==> src/rtl/doom_pal_writer_if.sv <==
// rtl/doom_pal_writer_if.sv - palette load, indexed pixel stream and Avalon-MM pixel bus bundle
interface doom_pal_writer_if;
    logic        pal_we;
    logic [7:0]  pal_idx;
    logic [23:0] pal_rgb;

    logic        pix_valid;
    logic        pix_ready;
    logic [7:0]  pix_index;
    logic [8:0]  pix_x;
    logic [7:0]  pix_y;
    logic        pix_last;

    logic [31:0] vga_address;
    logic        vga_write;
    logic [15:0] vga_writedata;
    logic        vga_waitrequest;

    // master: the frame-update engine and VGA slave environment; slave: the writer itself
    modport master (
        output pal_we, pal_idx, pal_rgb,
        output pix_valid, pix_index, pix_x, pix_y, pix_last,
        input  pix_ready,
        input  vga_address, vga_write, vga_writedata,
        output vga_waitrequest
    );

    modport slave (
        input  pal_we, pal_idx, pal_rgb,
        input  pix_valid, pix_index, pix_x, pix_y, pix_last,
        output pix_ready,
        output vga_address, vga_write, vga_writedata,
        input  vga_waitrequest
    );
endinterface

==> src/rtl/doom_pal_writer.sv <==
// rtl/doom_pal_writer.sv - palette expansion, output FIFO and Avalon-MM pixel writer
// Optional off-screen clipping to null entries is enabled by defining DOOM_PAL_CLIP_EN.
module doom_pal_writer #(
    parameter int unsigned FIFO_DEPTH = 4,
    parameter logic [31:0] VGA_BASE   = 32'h0800_0000,
    parameter int unsigned SCREEN_W   = 320,
    parameter int unsigned SCREEN_H   = 200
) (
    input  logic             clk,
    input  logic             reset_n,
    doom_pal_writer_if.slave bus,
    output logic             busy,
    output logic             frame_done
);
    localparam int unsigned AW = (FIFO_DEPTH > 1) ? $clog2(FIFO_DEPTH) : 1;
    localparam int unsigned CW = AW + 1;

    if ((FIFO_DEPTH < 2) || ((FIFO_DEPTH & (FIFO_DEPTH - 1)) != 0)) begin : g_bad_depth
        $error("doom_pal_writer: FIFO_DEPTH must be a power of two of at least 2");
    end
    if ((SCREEN_W > 512) || (SCREEN_H > 256)) begin : g_bad_screen
        $error("doom_pal_writer: screen size exceeds the pix_x/pix_y coordinate range");
    end

    logic [15:0] pal_mem [256];
    logic [15:0] pal_wdata;
    logic        unused_rgb_lsbs;

    logic        ready_en;
    logic        accept;
    logic [31:0] pix_addr;

    logic        s1_valid;
    logic        s1_last;
    logic [31:0] s1_addr;
    logic [15:0] s1_data;

    logic [31:0] fifo_addr [FIFO_DEPTH];
    logic [15:0] fifo_data [FIFO_DEPTH];
    logic        fifo_last [FIFO_DEPTH];
    logic [AW-1:0] wr_ptr;
    logic [AW-1:0] rd_ptr;
    logic [CW-1:0] count;
    logic        nonempty;
    logic        pop;

`ifdef DOOM_PAL_CLIP_EN
    logic        pix_null;
    logic        s1_null;
    logic        fifo_null [FIFO_DEPTH];
    logic        head_null;
`endif

    // RGB888 -> RGB565 keeps the top bits of each channel
    assign pal_wdata       = {bus.pal_rgb[23:19], bus.pal_rgb[15:10], bus.pal_rgb[7:3]};
    assign unused_rgb_lsbs = ^{bus.pal_rgb[18:16], bus.pal_rgb[9:8], bus.pal_rgb[2:0]};

    // Occupancy counts the lookup stage too, so every accepted pixel has a FIFO slot reserved
    assign bus.pix_ready = ready_en & ((count + CW'(s1_valid)) < CW'(FIFO_DEPTH));
    assign accept        = bus.pix_valid & bus.pix_ready;
    assign pix_addr      = VGA_BASE + ({24'd0, bus.pix_y} << 10) + ({23'd0, bus.pix_x} << 1);

`ifdef DOOM_PAL_CLIP_EN
    assign pix_null = ({23'd0, bus.pix_x} >= SCREEN_W) | ({24'd0, bus.pix_y} >= SCREEN_H);
`endif

    // Palette and lookup data are not reset; the read sees the pre-write entry on a collision
    always_ff @(posedge clk) begin
        if (bus.pal_we) begin
            pal_mem[bus.pal_idx] <= pal_wdata;
        end
        if (accept) begin
            s1_data <= pal_mem[bus.pix_index];
            s1_addr <= pix_addr;
        end
    end

    always_ff @(posedge clk or negedge reset_n) begin
        if (!reset_n) begin
            ready_en <= 1'b0;
            s1_valid <= 1'b0;
            s1_last  <= 1'b0;
`ifdef DOOM_PAL_CLIP_EN
            s1_null  <= 1'b0;
`endif
        end else begin
            ready_en <= 1'b1;
            s1_valid <= accept;
            if (accept) begin
                s1_last <= bus.pix_last;
`ifdef DOOM_PAL_CLIP_EN
                s1_null <= pix_null;
`endif
            end
        end
    end

    always_ff @(posedge clk) begin
        if (s1_valid) begin
            fifo_addr[wr_ptr] <= s1_addr;
            fifo_data[wr_ptr] <= s1_data;
            fifo_last[wr_ptr] <= s1_last;
`ifdef DOOM_PAL_CLIP_EN
            fifo_null[wr_ptr] <= s1_null;
`endif
        end
    end

    always_ff @(posedge clk or negedge reset_n) begin
        if (!reset_n) begin
            wr_ptr <= '0;
            rd_ptr <= '0;
            count  <= '0;
        end else begin
            if (s1_valid) begin
                wr_ptr <= wr_ptr + 1'b1;
            end
            if (pop) begin
                rd_ptr <= rd_ptr + 1'b1;
            end
            count <= count + CW'(s1_valid) - CW'(pop);
        end
    end

    assign nonempty = (count != '0);

`ifdef DOOM_PAL_CLIP_EN
    // A null entry retires on its own in one cycle, never touching the bus
    assign head_null     = fifo_null[rd_ptr];
    assign bus.vga_write = nonempty & ~head_null;
    assign pop           = nonempty & (head_null | ~bus.vga_waitrequest);
`else
    assign bus.vga_write = nonempty;
    assign pop           = nonempty & ~bus.vga_waitrequest;
`endif

    assign bus.vga_address   = nonempty ? fifo_addr[rd_ptr] : '0;
    assign bus.vga_writedata = nonempty ? fifo_data[rd_ptr] : '0;
    assign frame_done        = pop & fifo_last[rd_ptr];
    assign busy              = s1_valid | nonempty;
endmodule

==> src/flat_wrapper.sv <==
// flat-port wrapper written by rule: the top's interface ports become plain ports
module doom_pal_writer_flat 
#(
    parameter int unsigned FIFO_DEPTH = 4,
    parameter logic [31:0] VGA_BASE   = 32'h0800_0000,
    parameter int unsigned SCREEN_W   = 320,
    parameter int unsigned SCREEN_H   = 200
)
  (clk, reset_n, busy, frame_done, bus_pal_we, bus_pal_idx, bus_pal_rgb, bus_pix_valid, bus_pix_index, bus_pix_x, bus_pix_y, bus_pix_last, bus_pix_ready, bus_vga_address, bus_vga_write, bus_vga_writedata, bus_vga_waitrequest);
  doom_pal_writer_if bus_i ();
  input  logic clk;
  input  logic reset_n;
  output logic busy;
  output logic frame_done;
  input wire logic [$bits(bus_i.pal_we)-1:0] bus_pal_we;
  input wire logic [$bits(bus_i.pal_idx)-1:0] bus_pal_idx;
  input wire logic [$bits(bus_i.pal_rgb)-1:0] bus_pal_rgb;
  input wire logic [$bits(bus_i.pix_valid)-1:0] bus_pix_valid;
  input wire logic [$bits(bus_i.pix_index)-1:0] bus_pix_index;
  input wire logic [$bits(bus_i.pix_x)-1:0] bus_pix_x;
  input wire logic [$bits(bus_i.pix_y)-1:0] bus_pix_y;
  input wire logic [$bits(bus_i.pix_last)-1:0] bus_pix_last;
  output wire logic [$bits(bus_i.pix_ready)-1:0] bus_pix_ready;
  output wire logic [$bits(bus_i.vga_address)-1:0] bus_vga_address;
  output wire logic [$bits(bus_i.vga_write)-1:0] bus_vga_write;
  output wire logic [$bits(bus_i.vga_writedata)-1:0] bus_vga_writedata;
  input wire logic [$bits(bus_i.vga_waitrequest)-1:0] bus_vga_waitrequest;
  assign bus_i.pal_we = bus_pal_we;
  assign bus_i.pal_idx = bus_pal_idx;
  assign bus_i.pal_rgb = bus_pal_rgb;
  assign bus_i.pix_valid = bus_pix_valid;
  assign bus_i.pix_index = bus_pix_index;
  assign bus_i.pix_x = bus_pix_x;
  assign bus_i.pix_y = bus_pix_y;
  assign bus_i.pix_last = bus_pix_last;
  assign bus_pix_ready = bus_i.pix_ready;
  assign bus_vga_address = bus_i.vga_address;
  assign bus_vga_write = bus_i.vga_write;
  assign bus_vga_writedata = bus_i.vga_writedata;
  assign bus_i.vga_waitrequest = bus_vga_waitrequest;
  doom_pal_writer #(.FIFO_DEPTH(FIFO_DEPTH), .VGA_BASE(VGA_BASE), .SCREEN_W(SCREEN_W), .SCREEN_H(SCREEN_H)) u_core (.clk(clk), .reset_n(reset_n), .bus(bus_i), .busy(busy), .frame_done(frame_done));
endmodule
==> config.mk <==
export PLATFORM = sky130hd
export DESIGN_NAME = doom_pal_writer_flat
export DESIGN_NICKNAME = d
export VERILOG_FILES = /design/src/rtl/doom_pal_writer_if.sv /design/src/rtl/doom_pal_writer.sv /design/src/flat_wrapper.sv
export SDC_FILE = /design/constraint.sdc
export NUM_CORES = 2
export LEC_CHECK = 0
export ABC_AREA = 0
export CAP_MARGIN = 20
export CORE_ASPECT_RATIO = 1.75
export CORE_MARGIN = 10
export CORE_UTILIZATION = 63
export DETAILED_ROUTE_END_ITERATION = 6
export PLACE_DENSITY = 0.8
export SYNTH_ARGS = -nofsm -noshare
export SYNTH_HDL_FRONTEND = slang
export SYNTH_MEMORY_MAX_BITS = 65536
export SYNTH_SLANG_ARGS = --single-unit
==> constraint.sdc <==
create_clock -name clk -period 3 [get_ports clk]
set_clock_uncertainty 0.1 [all_clocks]
set_input_delay 0.6 -clock clk [delete_from_list [all_inputs] [get_ports clk]]
set_output_delay 0.6 -clock clk [all_outputs]
set_load 0.005 [all_outputs]
==> impl_metrics.env <==
export IMPL_worst_slack_ps=-256.0
export IMPL_irDropWorstVdd_uv=482.0
export IMPL_start_kind="flop"
export IMPL_yosys_top_cells_area="edfxtp_1 (77%), mux4_2 (12%), mux2i_1 (2.6%)"
export IMPL_ios=115
export IMPL_dieWidth_um=408.1
export IMPL_synthMostInstantiatedCell="edfxtp_1"
export IMPL_antenna_left=0
export IMPL_ys_types=76
export IMPL_intPower_uw=95900
export IMPL_pwr_share_clk_pct=37.8
export IMPL_remaining_drc_errors=4
export IMPL_instances_no_fill=12710
export IMPL_cts_clk_slew_worst_paths_ps=70
export IMPL_avgSynthCellArea_um2=21.60
export IMPL_max_freq_mhz=307.1
export IMPL_worstSkewPairLatency_ps=920
export IMPL_tightest_slew_ps=1428
export IMPL_drt_initial_drc_count=13030
export IMPL_cts_root_buf="clkbuf_16"
export IMPL_synth_common_cells="edfxtp_1 (4265), mux4_2 (896), mux2i_1 (424)"
export IMPL_synth_compound_area_share_pct=2.737
export IMPL_grt_pass1_wl_um=699800
export IMPL_routedWlPerCell_um=38.91
export IMPL_path_max_fanout=5
export IMPL_combPwrFrac_pct=8.3
export IMPL_synthAdderAreaFrac_pct=0.06029
export IMPL_cts_sinks=4275
export IMPL_synth_simple_area_share_pct=2.414
export IMPL_synth_top_family_by_area="multiplexers"
export IMPL_dieArea_mm2=0.2853
export IMPL_gp_congestion=1.055
export IMPL_clock_path_buffers=4
export IMPL_synth_xor_xnor_area_share_pct=0.02638
export IMPL_setup_violations=41
export IMPL_routed_wl_um=494700
export IMPL_hold_viol=0
export IMPL_cp_arrival_ps=2560
export IMPL_drive_above_1_share_pct=30.98
export IMPL_violations="design-rule violations, negative setup slack"
export IMPL_swShare_pct=22.16
export IMPL_coreArea_mm2=0.2626
export IMPL_slew_limit_headroom_pct=4.795
export IMPL_grt_pass1_vias=92530
export IMPL_dp_slack_ps=-1461
export IMPL_synth_seq_cells=4275
export IMPL_period_share_pct=108.5
export IMPL_rsz0062_at_grt="true"
export IMPL_p_seq_share_pct=53.8
export IMPL_yosysSeqAreaShare_pct=77.30
export IMPL_portBuffers=92
export IMPL_grt_max_degree=176
export IMPL_outcome="finished with violations"
export IMPL_fp_dieH_um=699.1
export IMPL_num_vias=90860
export IMPL_ys_async_sr_fraction_pct=0.2339
export IMPL_cts_made_buffers=351
export IMPL_crit_type="flop to output port"
export IMPL_nNetsFinal=8980
export IMPL_switchingPower_uw=27300
export IMPL_cp_end_kind="output port"
export IMPL_hpwl_um=299300
export IMPL_cts_tree="done"
export IMPL_synthCells=7686
export IMPL_initial_core_util_pct=63.21
export IMPL_dpl_cell_count=12030
export IMPL_synthMuxAreaShare_pct=15.48
export IMPL_drv_slew=0
export IMPL_p_per_area_mw_per_mm2=633.6
export IMPL_p_leak_uw=0.06352
export IMPL_rows=249
export IMPL_yosysWarnings=0
export IMPL_yosysTopAreaCell="edfxtp_1"
export IMPL_cp_data_required_time_ps=2300
export IMPL_drtPass1Iterations=7
export IMPL_syn_cell_area_mm2=0.1660
export IMPL_worstHoldPathType="primary input to flop"
export IMPL_fin_crit_ps=3256
export IMPL_synth_edf_count=4265
export IMPL_grt_antenna_before_repair=13
export IMPL_vias_per_cell=7.147
export IMPL_grt_overflow_total=0
export IMPL_syn_to_final_growth_pct=17.12
export IMPL_grt_usage_pct=34.49
export IMPL_synth_top_area_share_pct=77.14
export IMPL_synth_top_flop_cell="edfxtp_1"
export IMPL_max_cap_violations=0
export IMPL_htree_levels=5
-- final cells by class --
class / count / area, um2
Sequential cell: 4275 / 128300
Fill cell: 13110 / 68200
Multi-Input combinational cell: 2956 / 34900
Timing Repair Buffer: 1314 / 15420
Clock buffer: 428 / 9306
Tap cell: 3514 / 4397
Clock inverter: 202 / 2003
Inverter: 11 / 53.80
Antenna cell: 13 / 32.53
-- power by group through the flow --
stage	registers, uW	logic [uW]	clock network [uW]
floorplan	67500	4350	0
global placement	67600	8770	0
detailed placement	67600	9070	0
CTS	66300	10000	46700
global route	66300	10600	48600
finish	66300	10300	46600
-- kinds of logic after synthesis --
group | after synthesis
other | 2
DFF | 4275
adders and majority gates | 8
buffers and inverters | 468
AOI/OAI and AO/OA | 632
and+or+nand+nor | 881
xor gates and xnor gates | 5
muxes | 1415
-- per-stage QoR --
stage	hold WS [ps]	power [uW]	utilization [%]	instance area [um2]	setup TNS, ps
floorplan	204.4	71860	-	166100	0
global placement	369.1	76330	69.42	182300	-41240
detailed placement	388.6	76680	69.42	182300	-105320
CTS	44.98	123000	73.99	194300	-5893
global route	73.24	125500	74.02	194400	-7822
finish	83.42	123200	74.03	194400	-6541
-- worst max-delay path, cell delays in order, from the launching register on --
cell and delay, ps:
dfrtp_2 470, buf_12 150, buf_16 120, buf_4 110, mux4_2 500, nor2b_1 160, buf_2 130
-- placed cells by master, fill, tap and decap left out, types with 14 or more instances in the layout --
cell type,Yosys,final
a211oi_1,16,16
a21oi_1,97,96
a221oi_1,33,33
a22oi_1,48,46
a31oi_1,18,16
and3_1,23,22
buf_12,31,414
buf_2,105,28
buf_4,55,780
buf_6,54,27
bufinv_16,0,36
clkbuf_1,156,66
clkbuf_16,0,362
clkbuf_8,0,17
clkdlybuf4s50_1,0,31
clkinv_1,0,71
clkinv_2,0,52
clkinvlp_4,0,15
conb_1,2,15
edfxtp_1,4265,4265
inv_6,0,15
mux2_2,80,80
mux2i_1,424,424
mux4_1,14,14
mux4_2,896,896
nand2_1,205,203
nand3_1,75,73
nand4_1,20,20
nor2_1,352,348
nor2b_1,42,23
nor2b_4,0,17
nor3_1,90,81
o21ai_0,72,69
o221ai_1,123,123
o22ai_1,123,121
-- state kept, by name, indices dropped and copies added, names as in the netlist --
register / flops
u_core.s1_valid: 1
u_core.s1_last: 1
u_core.s1_data: 16
u_core.fifo_data: 64
u_core.wr_ptr: 2
u_core.count: 3
u_core.rd_ptr: 2
u_core.pal_mem: 4096
u_core.fifo_addr: 68
u_core.fifo_last: 4
u_core.ready_en: 1
u_core.s1_addr: 17
-- metal layers --
layer | vias up | wire length [um] | GRT usage (%)
met2 | 7741 | 243500 | 56.45
met3 | 1849 | 51480 | 6.953
met5 | - | 47 | 0
li1 | 34680 | - | -
met1 | 46580 | 148200 | 39.64
met4 | 8 | 51510 | 27.92
-- path summary, 6_finish.rpt --
kind,endpoint,depth (start not counted),startpoint,slack [ps]
min in group asynchronous,u_core.s1_valid$_DFF_PN0_,2,reset_n,490
setup reg to reg,u_core.s1_data[3]$_DFFE_PP_,7,u_core.pal_mem[151][3]$_DFFE_PP_,-110
hold / removal,u_core.pal_mem[174][6]$_DFFE_PP_,1,bus_pal_rgb[11],80
hold reg to reg,u_core.fifo_addr[2][13]$_DFFE_PP_,0,u_core.s1_addr[13]$_DFFE_PP_,430
max in group asynchronous,u_core.rd_ptr[0]$_DFFE_PN0P_,2,reset_n,1910
setup / recovery,bus_vga_writedata[2],6,u_core.rd_ptr[0]$_DFFE_PN0P_,-260
-- what timing repair did --
action / in CTS / in global routing
hold buffers: 5 / 0
pin swaps: 10 / 3
hold endpoints to repair: 37 / 0
resized for setup: 228 / 29
endpoints found under the setup margin: 49 / 48
buffers inserted: 31 / 9
cloned: 5 / 0
Note: power is estimated with default switching activity, not from simulation.
